`config.mk`:
```
export PLATFORM = sky130hd
export DESIGN_NAME = shift_reg_ctrl
export DESIGN_NICKNAME = d
export VERILOG_FILES = /design/src/rtl/shift_reg_ctrl.sv
export SDC_FILE = /design/constraint.sdc
export NUM_CORES = 1
export LEC_CHECK = 0
export ABC_AREA = 1
export BUFFER_PORTS_ARGS = -buffer_cell sky130_fd_sc_hd__buf_2
export CELL_PAD_IN_SITES_DETAIL_PLACEMENT = 1
export CELL_PAD_IN_SITES_GLOBAL_PLACEMENT = 2
export CORE_AREA = 2 2 51 100
export CTS_CLUSTER_SIZE = 24
export DETAILED_ROUTE_END_ITERATION = 12
export DIE_AREA = 0 0 53 102
export PLACE_DENSITY_LB_ADDON = 0.1
export SYNTH_ARGS = -nofsm -noshare
export SYNTH_HDL_FRONTEND = slang
export SYNTH_SLANG_ARGS = --single-unit
```
`constraint.sdc`:
```
create_clock -name clk -period 1.1 [get_ports clk]
set_input_delay 0.22 -clock clk [delete_from_list [all_inputs] [get_ports clk]]
set_output_delay 0.22 -clock clk [all_outputs]
set_load 0.01 [all_outputs]
```
`src/rtl/shift_reg_ctrl.sv`:
```
// Tick-driven parallel shift register: shift, rotate or bounce on each qualifying
// tick_en edge, with synchronous parallel load and hold.
module shift_reg_ctrl #(
   parameter int unsigned     WIDTH      = 8,
   parameter logic [WIDTH-1:0] INIT      = {{(WIDTH-1){1'b0}}, 1'b1},
   parameter bit              BOTH_EDGES = 1'b0
) (
   input  logic             clk,
   input  logic             rstn,
   input  logic             tick_en,
   input  logic [1:0]       mode,
   input  logic             serial_in,
   input  logic             load,
   input  logic [WIDTH-1:0] load_data,
   input  logic             hold,
   output logic [WIDTH-1:0] q,
   output logic             dir,
   output logic             step,
   output logic             wrap
);

   typedef enum logic {
      LEFT  = 1'b0,
      RIGHT = 1'b1
   } dir_t;

   localparam logic [WIDTH-1:0] ONE = {{(WIDTH-1){1'b0}}, 1'b1};

   logic [WIDTH-1:0] q_q, q_nx;
   dir_t             dir_q, dir_nx;
   logic             step_q, step_nx;
   logic             wrap_q, wrap_nx;
   logic             tick_q;
   logic             rise, fall, adv;

   assign rise = tick_en & ~tick_q;
   assign fall = ~tick_en & tick_q;
   assign adv  = rise | (BOTH_EDGES & fall);

   // tick_q resets high so a tick_en already high at release is not an edge
   always_ff @(posedge clk or negedge rstn) begin
      if (!rstn) begin
         q_q    <= INIT;
         dir_q  <= LEFT;
         step_q <= 1'b0;
         wrap_q <= 1'b0;
         tick_q <= 1'b1;
      end else begin
         q_q    <= q_nx;
         dir_q  <= dir_nx;
         step_q <= step_nx;
         wrap_q <= wrap_nx;
         tick_q <= tick_en;
      end
   end

   always_comb begin
      q_nx    = q_q;
      dir_nx  = (mode == 2'b11) ? dir_q : LEFT;
      step_nx = 1'b0;
      wrap_nx = 1'b0;
      if (load) begin
         q_nx   = load_data;
         dir_nx = LEFT;
      end else if (hold) begin
         q_nx = q_q;
      end else if (adv) begin
         step_nx = 1'b1;
         unique case (mode)
            2'b00: begin
               q_nx    = {q_q[WIDTH-2:0], serial_in};
               wrap_nx = q_q[WIDTH-1];
            end
            2'b01: begin
               q_nx    = {serial_in, q_q[WIDTH-1:1]};
               wrap_nx = q_q[0];
            end
            2'b10: begin
               q_nx    = {q_q[WIDTH-2:0], q_q[WIDTH-1]};
               wrap_nx = q_q[WIDTH-1];
            end
            default: begin
               // an empty register would bounce forever without lighting anything
               if (q_q == '0) begin
                  q_nx   = ONE;
                  dir_nx = LEFT;
               end else if (dir_q == LEFT) begin
                  if (q_q[WIDTH-1]) begin
                     dir_nx  = RIGHT;
                     q_nx    = q_q >> 1;
                     wrap_nx = 1'b1;
                  end else begin
                     q_nx = q_q << 1;
                  end
               end else begin
                  if (q_q[0]) begin
                     dir_nx  = LEFT;
                     q_nx    = q_q << 1;
                     wrap_nx = 1'b1;
                  end else begin
                     q_nx = q_q >> 1;
                  end
               end
            end
         endcase
      end
   end

   assign q    = q_q;
   assign dir  = dir_q;
   assign step = step_q;
   assign wrap = wrap_q;

endmodule

```
* Word-level counts from Yosys, hierarchy flattened
Cells that the tools add are included.
Operators by class: reduce and logical (&&, ||, !) cells 6, shift-type cells 0, mux-type cells 28, add/subtract/negate cells 0, bitwise logic cells 2, eq/ne operators 4, $mul 0, div/mod/pow operators 0, $lt $le $gt $ge 0
Operators with widths (number):
- $mux 8 | 7
- $pmux 8 s3 | 1
- $mux 1 | 19
- $logic_not 8->1 | 1
- $eq 2x2->1 const B | 2
- $reduce_or 3->1 | 1
- $eq 2x1->1 const B | 1
- $logic_not 2->1 | 1
- $ne 2x2->1 const B | 1
- $pmux 1 s2 | 1
- $reduce_and 2->1 | 1
- $reduce_bool 2->1 | 1
- $reduce_or 2->1 | 1
- $and 1x1->1 | 1
- $not 1->1 | 1
Storage, ports and cells: logic and storage cells 45, memory bits (writable) 0, ROM bits 0, memories 0, bits in registers 12, latch bits 0

* Logic depth before layout (Yosys ltp)
word-level depth 9, mapped depth 10, mapped depth without buffers 9

* Worst setup path before layout
Ideal clock, no wire load.
path type register to register, start reg q_q[0], in the netlist q[0], end reg q_q[4], in the netlist q[4], arrival time 1084 ps, stages on the path, launching flop included 11, setup slack -101 ps, path buffers 1, data required time 984 ps, cell sequence dfstp_2 -> buf_6 -> inv_1 -> nand2_1 -> nand2_1 -> nand2_1 -> nand2_1 -> nand2_1 -> nand2_1 -> nand2_1 -> nand2_1
Between the ends: longest elaborated chain between the ends 7, elaborated cells on any way between the ends 8
Ends and longest elaborated chain:
- from (decl) | line 29 | logic [WIDTH-1:0] q_q, q_nx;
- from (signal assigned) | line 49 | q_q <= q_nx;
- $mux 8 | line 96 | if (q_q[0]) begin
- $mux 8 | line 87 | end else if (dir_q == LEFT) begin
- $mux 8 (*) | line 84 | if (q_q == '0) begin
- $pmux 8 s3 (*) | line 69 | unique case (mode)
- $mux 8 (*) | line 67 | end else if (adv) begin
- $mux 8 (*) | line 65 | end else if (hold) begin
- $mux 8 (*) | line 62 | if (load) begin
Every way passes the cells marked *; elsewhere a longest branch is shown, timed or not. The select of a mux whose other input is x is not followed. A chain may end at the register's enable or synchronous reset.

* Final worst setup path
start reg q_q[0], in the netlist q[0], end out q[0]
RTL lines:
- to (decl) | line 16 | output logic [WIDTH-1:0] q,
No word-level cell between the ends.

==> impl_metrics.csv <==
group,metric,value,unit
global_routing,grt_pass1_vias,1473,
route,ant_nets,0,
worst_hold_path,hold_depth,1,
sta,skew,0.718,ps
floorplanning,core_area,4600,um2
clock_tree,cts_tree,"built",
setup_path,crit_fanout,3,
clock_tree,clockRootBuffer,"clkbuf_8",
route,wire_per_inst,15.0,um
floorplanning,die_x,53,um
setup_path,end_kind,"output port",
finish,n_antenna_cell,0,
setup_path,reg2reg_depth,10,
yosys,syn-cell-area,1030,um2
setup_path,crit_top_cell,"buf_6",
route,drt_pass1_iterations,4,
floorplanning,chipHeight,102,um
placed_design,place_ws,-185,ps
status,violations,"setup timing",
finish,drive_above_1_share,39.3,%
global_routing,antenna_found_initial,0,
sta,final.setup.worst_slack,-232,ps
floorplanning,io_pins,27,
power,p_sw,0.671,mW
status,status,"finished with violations",
floorplanning,die-area,5410,um2
clock_tree,cts_sinks,12,
sta,worst_slew_pin_slew,420,ps
route,via_per_inst,4.56,
power,seqPwrFrac,32.1,%
run,drv_cap,0,
clock_tree,cts.clk_slew.worst_paths,60,ps
power,p_per_area,1120,nW/um2
sta,setup_viol,17,
clock_tree,cts_buffer_depth,2,
yosys,synth_cell_types,21,
power,p_sw_share,36.8,%
clock_tree,htreeDepth,1,
setup_path,slowest_stage,"dfstp_2",
setup_path,worstPathArrival,1110,ps
route,drc_errors,0,
sta,slew_viol_final,0,
power,power_frac_clock,28.6,%
placed_design,hpwlAfterDp,3230,um
setup_path,cp-start-kind,"flip-flop",
setup_path,critPathKind,"reg -> out",
setup_path,critical_path_depth,3,
setup_path,crit_required,880,ps
route,vias,1317,
worst_hold_path,hp-class,"in -> reg",
sta,rsz0062_at_grt,"true",
global_routing,grt_pass1_wl,7110,um
sta,fin_crit_sh,121,%
yosys,postSynthAreaPerCell,5.76,um2
placed_design,place_congestion,0.780,
yosys,ys_ff_latch,12,
sta,slew_headroom,72.0,%
global_routing,grt.overflow.total,0,
finish,final_nets,251,
global_routing,grtUsageTotal,18.2,%
power,p_int,1.15,mW
sta,fmaxAchievable,751,MHz
global_routing,grt_max_degree,13,
clock_tree,clock_latency,250,ps
sta,hold_slack,95.0,ps
setup_path,crit_buf_inv,3,
yosys,syn_nets,194,
setup_path,crit_chain,"buf_4, buf_6, buf_6",
floorplanning,rows,35,
power,power_leakage,0.912,nW
power,combPwrFrac,39.3,%
sta,finalHoldViolations,0,
power,vdd_ir_drop_max,0.000471,V
sta,period_needed,1330,ps
finish,syn_to_final_growth,59.1,%
yosys,yosys_warnings,0,
setup_path,max_stage_delay,570,ps
placed_design,numPortBuffers,26,
yosys,ys_seq_area_share,29.5,%
route,wirelength,4340,um
floorplanning,start_util,22.3,%
route,drt_iter0_drc,13,
yosys,syn_inst,178,
clock_tree,numCtsBuffers,3,
setup_path,cpLargestDelayFamily,"flip-flops",
## layer usage
layer	wire [um]	track usage, %	up-vias	share of wire [%]
met4	161	7.10	0	3.7
met3	104	2.05	10	2.4
met1	1590	18.2	618	37
met5	0	0	-	0
met2	2480	36.1	32	57
li1	-	-	657	-
## per-stage QoR
stage | instance area [um2] | cells | setup TNS (ps) | utilization [%] | total power, mW
4_1_cts | 1570 | 286 | -1840 | 34.2 | 1.79
2_1_floorplan | 1030 | 178 | -359 | - | 0.874
3_5_place_dp | 1350 | 273 | -1180 | 29.4 | 1.13
3_3_place_gp | 1350 | 273 | -968 | 29.4 | 1.12
5_1_grt | 1630 | 289 | -2980 | 35.5 | 1.94
6_report | 1630 | 289 | -1890 | 35.5 | 1.83
## flip-flops by register name, indices dropped and copies added, names as in the netlist
| name | count |
|---|---|
| q | 8 |
| tick_q | 1 |
| dir | 1 |
| step | 1 |
| wrap | 1 |
## cell usage after synthesis (all sizes together)
library cell / instances / area (um2)
clkinv: 1 / 3.75
nand3: 6 / 42.5
nor3b: 1 / 7.51
dfstp: 2 / 52.6
dfrtp: 10 / 250
inv: 22 / 85.1
o21ai: 12 / 60.1
o22ai: 1 / 6.26
nand2: 87 / 332
buf: 4 / 38.8
a21oi: 5 / 25.0
nor2: 24 / 106
nand4: 1 / 6.26
nor3: 2 / 10.0
## placed cells by master, fill, tap and decap left out
cell type,count
inv_6,1
dfrtp_1,4
clkinv_1,1
o21ai_0,7
o22ai_1,1
buf_12,3
inv_2,5
buf_4,20
nand3_4,1
dlygate4sd3_1,1
nand4_1,1
a21oi_2,1
buf_2,21
buf_6,11
a21oi_1,4
nand2_1,75
nor3_1,1
o21ai_1,4
inv_1,14
dfrtp_2,6
nand2_4,4
o21ai_2,1
nor3_2,1
inv_4,2
nor2_8,1
nor2_1,23
nand2_2,8
clkbuf_8,4
nor3b_1,1
nand3_1,5
dfstp_2,2
## kinds of logic (layout without fill, tap and decap cells)
logic type      Yosys count  count (layout)  share of synthesized area [%]
flops                    12              12                           29.5
compound gates           18              18                           8.90
simple gates            121             121                           49.1
buf+inv                  27              83                           12.4
## worst reg2reg max path: cells and delay by family (launching register included)
kind,cells,cell delay (ps)
flip-flops,1,570
AND/OR/NAND/NOR,8,450
buffers and inverters,2,160
## area by class of cell
cell class / count / area [um2]
clock buffer: 4 / 55.1
fill: 624 / 2970
inverter: 23 / 96.3
multi-input combinational: 139 / 653
sequential: 12 / 310
tap: 55 / 68.8
timing repair buffer: 56 / 449
## final timing paths
kind                            endpoint     from  slack [ps]
worst max-delay path                q[0]     q[0]        -230
worst min-delay path              tick_q  tick_en          90
worst max register to register      q[4]     q[0]        -200
worst min register to register      q[5]     q[5]         660
max in group asynchronous         tick_q     rstn         400
min in group asynchronous            dir     rstn         400
## power by group through the flow
| stage | sequential [mW] | combinational, mW | clock [mW] |
|---|---|---|---|
| 5_1_grt | 0.594 | 0.803 | 0.541 |
| 2_1_floorplan | 0.559 | 0.315 | 0 |
| 3_5_place_dp | 0.597 | 0.530 | 0 |
| 3_3_place_gp | 0.594 | 0.529 | 0 |
| 4_1_cts | 0.582 | 0.678 | 0.532 |
| 6_report | 0.586 | 0.717 | 0.522 |
## timing repair
action	in CTS	in global routing
setup endpoints to repair	18	18
pin swaps	5	12
gates cloned	1	0
resized for setup	23	20
hold buffers	1	0
buffers inserted	7	5
hold endpoints to repair	10	0
Note: power is estimated with default switching activity, not from simulation.
